$ cat config.mk
export PLATFORM = sky130hd
export DESIGN_NAME = lsu_unit
export DESIGN_NICKNAME = d
export VERILOG_FILES = /design/src/rtl/lsu_unit.sv
export SDC_FILE = /design/constraint.sdc
export NUM_CORES = 1
export LEC_CHECK = 0
export BUFFER_PORTS_ARGS = -buffer_cell sky130_fd_sc_hd__clkbuf_2
export CAP_MARGIN = 10
export CORE_MARGIN = 1.5
export CORE_UTILIZATION = 60
export DETAILED_ROUTE_END_ITERATION = 8
export GPL_TIMING_DRIVEN = 0
export PLACE_DENSITY = 0.87
export SETUP_SLACK_MARGIN = 0.15
export SYNTH_ARGS = -nofsm -noshare
export SYNTH_HDL_FRONTEND = slang
export SYNTH_SLANG_ARGS = --single-unit
$ cat constraint.sdc
create_clock -name clk_i -period 4.65 [get_ports clk_i]
set_input_delay 1.395 -clock clk_i [delete_from_list [all_inputs] [get_ports clk_i]]
set_output_delay 1.395 -clock clk_i [all_outputs]
set_load 0.01 [all_outputs]
$ cat src/rtl/lsu_unit.sv
// Load/store unit: forms base+offset addresses, drives the data-memory
// request/grant/response port with lane-aligned byte enables and data,
// optionally splits line-crossing accesses into two beats, and returns one
// extended write-back response per request.
module lsu_unit #(
   parameter int XLEN          = 32,
   parameter int ADDR_W        = 32,
   parameter int MISALIGN_MODE = 0
) (
   input  logic                 clk_i,
   input  logic                 rst_ni,
   input  logic                 req_valid_i,
   output logic                 req_ready_o,
   input  logic [3:0]           req_op_i,
   input  logic [XLEN-1:0]      req_base_i,
   input  logic [XLEN-1:0]      req_offset_i,
   input  logic [XLEN-1:0]      req_wdata_i,
   input  logic [4:0]           req_rd_i,
   output logic                 mem_req_o,
   input  logic                 mem_gnt_i,
   output logic                 mem_we_o,
   output logic [ADDR_W-1:0]    mem_addr_o,
   output logic [XLEN/8-1:0]    mem_be_o,
   output logic [XLEN-1:0]      mem_wdata_o,
   input  logic                 mem_rvalid_i,
   input  logic [XLEN-1:0]      mem_rdata_i,
   output logic                 rsp_valid_o,
   output logic [XLEN-1:0]      rsp_data_o,
   output logic [4:0]           rsp_rd_o,
   output logic                 rsp_we_o,
   output logic                 rsp_err_o
);
   // state  | meaning
   // IDLE   | waiting for a request, req_ready high
   // REQ0   | first beat requested, waiting for grant
   // WAIT0  | first beat granted, waiting for rvalid
   // REQ1   | second (line-crossing) beat requested
   // WAIT1  | second beat granted, waiting for rvalid
   // RESP   | response is being formed; rsp_valid pulses next cycle

   localparam int BYTES = XLEN / 8;
   localparam int OFF_W = $clog2(BYTES);

   typedef enum logic [2:0] {S_IDLE, S_REQ0, S_WAIT0, S_REQ1, S_WAIT1, S_RESP} state_t;

   state_t              state_q, state_d;
   logic                rdy_en_q;
   logic                store_q, store_d, uns_q, uns_d, cross_q, cross_d, err_q, err_d;
   logic [1:0]          size_q, size_d;
   logic [4:0]          rd_q, rd_d;
   logic [OFF_W-1:0]    off_q, off_d;
   logic [BYTES-1:0]    be1_q, be1_d;
   logic [XLEN-1:0]     wd1_q, wd1_d, rbuf0_q, rbuf0_d, rbuf1_q, rbuf1_d;
   logic                mem_req_q, mem_req_d, mem_we_q, mem_we_d;
   logic [ADDR_W-1:0]   mem_addr_q, mem_addr_d;
   logic [BYTES-1:0]    mem_be_q, mem_be_d;
   logic [XLEN-1:0]     mem_wdata_q, mem_wdata_d;
   logic                rsp_valid_q, rsp_valid_d, rsp_we_q, rsp_we_d, rsp_err_q, rsp_err_d;
   logic [XLEN-1:0]     rsp_data_q, rsp_data_d;
   logic [4:0]          rsp_rd_q, rsp_rd_d;

   logic [XLEN-1:0]     ea;
   logic [OFF_W-1:0]    acc_off;
   logic [3:0]          acc_n, off4;
   logic                acc_mis, acc_cross, acc_err;
   logic [BYTES-1:0]    acc_mask;
   logic [2*BYTES-1:0]  be_full;
   logic [2*XLEN-1:0]   wd_full, raw_full;
   logic [XLEN-1:0]     raw, ext;
   logic                sbit;
   int                  nbits;

   assign req_ready_o = rdy_en_q && (state_q == S_IDLE);
   assign mem_req_o   = mem_req_q;
   assign mem_we_o    = mem_we_q;
   assign mem_addr_o  = mem_addr_q;
   assign mem_be_o    = mem_be_q;
   assign mem_wdata_o = mem_wdata_q;
   assign rsp_valid_o = rsp_valid_q;
   assign rsp_data_o  = rsp_data_q;
   assign rsp_rd_o    = rsp_rd_q;
   assign rsp_we_o    = rsp_we_q;
   assign rsp_err_o   = rsp_err_q;

   // Address decode, legality and lane placement of the incoming request;
   // the upper half of each double-width shift is the second beat.
   always_comb begin
      ea        = req_base_i + req_offset_i;
      acc_off   = ea[OFF_W-1:0];
      off4      = 4'(acc_off);
      acc_n     = 4'd1 << req_op_i[1:0];
      acc_mis   = (off4 & (acc_n - 4'd1)) != 4'd0;
      acc_cross = (off4 + acc_n) > 4'(BYTES);
      acc_err   = ((req_op_i[1:0] == 2'b11) && (XLEN == 32)) || (acc_mis && (MISALIGN_MODE == 0));
      acc_mask  = '0;
      for (int j = 0; j < BYTES; j++) acc_mask[j] = (j < int'(acc_n));
      be_full   = {{BYTES{1'b0}}, acc_mask} << acc_off;
      wd_full   = {{XLEN{1'b0}}, req_wdata_i} << {acc_off, 3'b000};
   end

   // Load result: pick bytes starting at the offset across both beats, then extend.
   always_comb begin
      raw_full = {rbuf1_q, rbuf0_q} >> {off_q, 3'b000};
      raw      = raw_full[XLEN-1:0];
      case (size_q)
         2'd0:    sbit = raw[7];
         2'd1:    sbit = raw[15];
         2'd2:    sbit = raw[31];
         default: sbit = raw[XLEN-1];
      endcase
      nbits = 8 << size_q;
      ext   = '0;
      for (int i = 0; i < XLEN; i++) ext[i] = (i < nbits) ? raw[i] : (!uns_q && sbit);
   end

   // Next-state and registered-output logic.
   always_comb begin
      state_d     = state_q;
      store_d     = store_q;
      uns_d       = uns_q;
      cross_d     = cross_q;
      err_d       = err_q;
      size_d      = size_q;
      rd_d        = rd_q;
      off_d       = off_q;
      be1_d       = be1_q;
      wd1_d       = wd1_q;
      rbuf0_d     = rbuf0_q;
      rbuf1_d     = rbuf1_q;
      mem_req_d   = mem_req_q;
      mem_we_d    = mem_we_q;
      mem_addr_d  = mem_addr_q;
      mem_be_d    = mem_be_q;
      mem_wdata_d = mem_wdata_q;
      rsp_valid_d = 1'b0;
      rsp_data_d  = '0;
      rsp_rd_d    = '0;
      rsp_we_d    = 1'b0;
      rsp_err_d   = 1'b0;
      case (state_q)
         S_IDLE: begin
            if (req_valid_i && req_ready_o) begin
               store_d = req_op_i[3];
               uns_d   = req_op_i[2];
               size_d  = req_op_i[1:0];
               rd_d    = req_rd_i;
               off_d   = acc_off;
               cross_d = acc_cross;
               err_d   = acc_err;
               be1_d   = be_full[2*BYTES-1:BYTES];
               wd1_d   = wd_full[2*XLEN-1:XLEN];
               rbuf0_d = '0;
               rbuf1_d = '0;
               if (acc_err) begin
                  state_d = S_RESP;
               end else begin
                  state_d     = S_REQ0;
                  mem_req_d   = 1'b1;
                  mem_we_d    = req_op_i[3];
                  mem_addr_d  = ea[ADDR_W-1:0] & ~ADDR_W'(BYTES - 1);
                  mem_be_d    = be_full[BYTES-1:0];
                  mem_wdata_d = wd_full[XLEN-1:0];
               end
            end
         end
         S_REQ0: begin
            if (mem_gnt_i) begin
               mem_req_d = 1'b0;
               state_d   = S_WAIT0;
            end
         end
         S_WAIT0: begin
            if (mem_rvalid_i) begin
               rbuf0_d = mem_rdata_i;
               if (cross_q) begin
                  state_d     = S_REQ1;
                  mem_req_d   = 1'b1;
                  mem_addr_d  = mem_addr_q + ADDR_W'(BYTES);
                  mem_be_d    = be1_q;
                  mem_wdata_d = wd1_q;
               end else begin
                  state_d = S_RESP;
               end
            end
         end
         S_REQ1: begin
            if (mem_gnt_i) begin
               mem_req_d = 1'b0;
               state_d   = S_WAIT1;
            end
         end
         S_WAIT1: begin
            if (mem_rvalid_i) begin
               rbuf1_d = mem_rdata_i;
               state_d = S_RESP;
            end
         end
         S_RESP: begin
            state_d     = S_IDLE;
            rsp_valid_d = 1'b1;
            rsp_rd_d    = rd_q;
            rsp_err_d   = err_q;
            rsp_we_d    = !err_q && !store_q;
            rsp_data_d  = (err_q || store_q) ? '0 : ext;
         end
         default: state_d = S_IDLE;
      endcase
   end

   // State and output registers; reset abandons any outstanding access.
   always_ff @(posedge clk_i or negedge rst_ni) begin
      if (!rst_ni) begin
         state_q     <= S_IDLE;
         rdy_en_q    <= 1'b0;
         store_q     <= 1'b0;
         uns_q       <= 1'b0;
         cross_q     <= 1'b0;
         err_q       <= 1'b0;
         size_q      <= '0;
         rd_q        <= '0;
         off_q       <= '0;
         be1_q       <= '0;
         wd1_q       <= '0;
         rbuf0_q     <= '0;
         rbuf1_q     <= '0;
         mem_req_q   <= 1'b0;
         mem_we_q    <= 1'b0;
         mem_addr_q  <= '0;
         mem_be_q    <= '0;
         mem_wdata_q <= '0;
         rsp_valid_q <= 1'b0;
         rsp_data_q  <= '0;
         rsp_rd_q    <= '0;
         rsp_we_q    <= 1'b0;
         rsp_err_q   <= 1'b0;
      end else begin
         state_q     <= state_d;
         rdy_en_q    <= 1'b1;
         store_q     <= store_d;
         uns_q       <= uns_d;
         cross_q     <= cross_d;
         err_q       <= err_d;
         size_q      <= size_d;
         rd_q        <= rd_d;
         off_q       <= off_d;
         be1_q       <= be1_d;
         wd1_q       <= wd1_d;
         rbuf0_q     <= rbuf0_d;
         rbuf1_q     <= rbuf1_d;
         mem_req_q   <= mem_req_d;
         mem_we_q    <= mem_we_d;
         mem_addr_q  <= mem_addr_d;
         mem_be_q    <= mem_be_d;
         mem_wdata_q <= mem_wdata_d;
         rsp_valid_q <= rsp_valid_d;
         rsp_data_q  <= rsp_data_d;
         rsp_rd_q    <= rsp_rd_d;
         rsp_we_q    <= rsp_we_d;
         rsp_err_q   <= rsp_err_d;
      end
   end

endmodule
==> key figures <==
Run status
  – Outcome: finished clean

Routing
  – Total wire length: about 38,000 um
  – WL/cell: approximately 20 um
  – DR iter-0 viols: roughly 1,600
  – # DRC: 0
  – First drt pass iteration count: 6
  – Antenna Violating Nets Remaining: 0
  – DR vias: ~12,000
  – Vias per cell: roughly 6.3

Synthesis
  – Cell taking the most area after synthesis: dfrtp_1
  – Yosys reg bits: between 200 and 250
  – Unique cell type count in the Yosys netlist: 68
  – Number of synthesized flops with an enable pin: 0
  – Compound-Gate Fraction of Synth Area: 0.185
  – Async set-reset flop share out of synthesis: 1.00
  – Post-Synth Simple-Gate Area: 0.192
  – Syn Inst Count: 1,356
  – Top-area cell type share of the netlist area: 0.435
  – Post-Synthesis Cell Area: around 12,000 um2
  – Mux share of post-synthesis cell area: 0.0840
  – Largest family of logic cells by synthesized area: simple AND/OR/NAND/NOR gates
  – Post-synthesis adder-cell area fraction: 0.0410
  – Synth warn: 0
  – Main area contributors after synthesis: dfrtp_1 43%, nand2_1 9.0%, o21ai_0 5.3%
  – Seq/Total Area, Yosys: 0.435
  – Syn Area/Cell: approximately 9 um2
  – Top FF cell, synth: dfrtp_1
  – Xor/xnor cell area share of the yosys netlist: 0.0176

Die
  – Die area: approximately 21,000 um2
  – Chip Height: between 100 and 150 um
  – Core Box Area: ~20,000 um2
  – Boundary Pins: 253
  – Row count: 51
  – Die W: between 100 and 150 um
  – Initial Utilization: 0.613

Finish
  – Final Cell Area: around 14,000 um2
  – Layout cell share with drive strength beyond 1: 0.215
  – Final net count: between 1,500 and 2,000
  – Finished Layout Cells: roughly 1,900
  – Multi-input gate area: slightly above 6000 um2
  – Fill cell count: ~1,500
  – Area growth from synthesis to layout: 19.4%
  – Most frequent cells in the layout: 288 x nand2_1, 249 x clkbuf_2, 208 x dfrtp_1
  – Storage cell area: approximately 5200 um2
  – Most common cell after layout, fill and taps aside: nand2_1

Timing
  – Peak Freq: 235 MHz
  – Max Slew Vio Count: 0
  – Slew @ Worst Pin: just over 0.9 ns
  – Worst Clk Skew: ~0.015 ns
  – Setup TNS: 0 ns
  – Slew HR: 0.373
  – Min Hold Slack: around 0.46 ns
  – Min Tclk post-route: approximately 4.3 ns
  – Final setup vio count: 0
  – RSZ-0062 raised after global routing: false
  – Fin. Hold Viols: 0
  – Final worst-path cycle share: 0.917

Global route
  – Vias in the first global route: 11,200
  – GRT Residual Overflow: 0
  – GRT Total Usage: 0.360
  – First-pass GRT wire length: 57,900 um
  – Initial antenna violation count: 0
  – Pin count of the biggest net entering global routing: approximately 90

Place
  – DP Wirelength: 27,400 um
  – Port buffer count: 250
  – Placed Instance Area: between 10,000 and 15,000 um2
  – Placed cells: roughly 1,900
  – Placer Congestion: between 0.9 and 1

Min path
  – Hold Path Class: reg2reg

Clock network
  – Worst skew pair latency: between 0.5 and 0.6 ns
  – Post-CTS setup buffer count: 0
  – TritonCTS clock tree: yes
  – Clock buffer count from CTS: 21
  – Htree depth: 1
  – Clk sinks: 208
  – Post-CTS sizing: 0
  – Clock-pin transition on the worst setup and hold timing paths: ~0.060 ns
  – Hold buffers post-CTS: 0
  – CTS Buffer Depth: 3
  – CTS root buf: clkbuf_16

Setup path
  – CP Max Fanout: 10
  – Critical path launch point type: input pin
  – CP Data Arrival Time: roughly 4.7 ns
  – Worst setup EP type: register
  – CP required: around 5.1 ns
  – Worst setup path category: in2reg

Job
  – Max-cap violations: 0

Power and ir drop
  – Worst VDD drop: roughly 0.35 mV
  – Pwr Total: 7860 uW
  – Pwr dens: about 550 nW/um2
  – Lkg Pwr: ~0.0068 uW
-- flip-flops by register name, summed over array words and instances (netlist names), 2 cells and up --
register	cells
be1_q	3
mem_addr_o	30
mem_be_o	4
mem_wdata_o	32
off_q	2
rbuf0_q	32
rbuf1_q	24
rd_q	5
rsp_data_o	32
rsp_rd_o	5
size_q	2
state_q	3
wd1_q	24
-- layer usage --
layer,wire [um],global-route usage,up-vias
met3,3910,0.0606,140
met5,0,0,-
met2,17100,0.562,824
met4,1810,0.168,0
met1,14700,0.493,5725
li1,-,-,5345
-- logic make-up after synthesis --
| group | count (synthesis) |
|---|---|
| and+or+nand+nor | 532 |
| adders and majority gates | 38 |
| AOI/OAI and AO/OA | 354 |
| buffers and inverters | 134 |
| other | 2 |
| xor gates and xnor gates | 24 |
| DFF | 208 |
| muxes | 64 |
-- synthesized netlist by cell type (all sizes together), types with 3 or more instances --
library cell / number
and4: 3
o21bai: 4
mux4: 28
a31oi: 11
a21oi: 93
o21ai: 132
nor2b: 5
a2111oi: 3
buf: 23
clkbuf: 77
nor4: 5
a211oi: 14
nand3: 41
xor2: 11
dfrtp: 208
a22oi: 5
a211o: 3
o41ai: 5
nor2: 102
o21a: 3
mux2i: 25
nand2: 288
nor3: 22
o211ai: 13
a221oi: 11
o221ai: 5
and3: 22
o31ai: 8
o2111ai: 9
inv: 34
mux2: 11
a21o: 16
nand4: 18
or3: 3
xnor2: 13
ha: 36
and2: 14
o22ai: 6
-- final timing paths --
check / to / slack, ns / cells after the start / start
min in group asynchronous: rsp_data_o[29] / 0.81 / 1 / rst_ni
max: mem_addr_o[26] / 0.39 / 11 / req_base_i[0]
max reg2reg: rsp_data_o[30] / 1.70 / 8 / off_q[1]
min reg2reg: wd1_q[21] / 0.46 / 2 / wd1_q[21]
min: wd1_q[21] / 0.46 / 2 / wd1_q[21]
max in group asynchronous: mem_addr_o[5] / 2.70 / 3 / rst_ni
-- power breakdown --
part | total, uW | internal, uW | switching [uW]
registers | 3020 | 2460 | 557
logic | 3160 | 1180 | 1990
clock network | 1680 | 959 | 718
-- stage by stage --
stage,worst slack (ns),util
floorplan,0.630,-
global placement,-1.71,0.694
detailed placement,-0.00786,0.697
CTS,0.453,0.731
global route,0.158,0.732
finish,0.387,0.732
-- final cells by class --
class / count / share of cell area
repair buffers: 253 / 0.0924
clock buffers: 28 / 0.0421
inverters: 34 / 0.00893
plain buffers: 100 / 0.0281
multi-input cells: 1015 / 0.437
diodes: 1 / 0.000175
well taps: 265 / 0.0232
clock inverters: 6 / 0.00412
flip-flops and latches: 208 / 0.364
-- worst max-delay path, stage by stage --
cell and delay (ns):
clkbuf_2 0.08, ha_1 0.21, fa_1 0.54, clkbuf_1 0.29
nor2b_1 0.23, a2111oi_0 0.08, a21o_1 0.21, o31ai_2 0.52
nor2_1 0.35, clkbuf_1 0.39, a221oi_1 0.36
(Power assumes the default switching activity.)
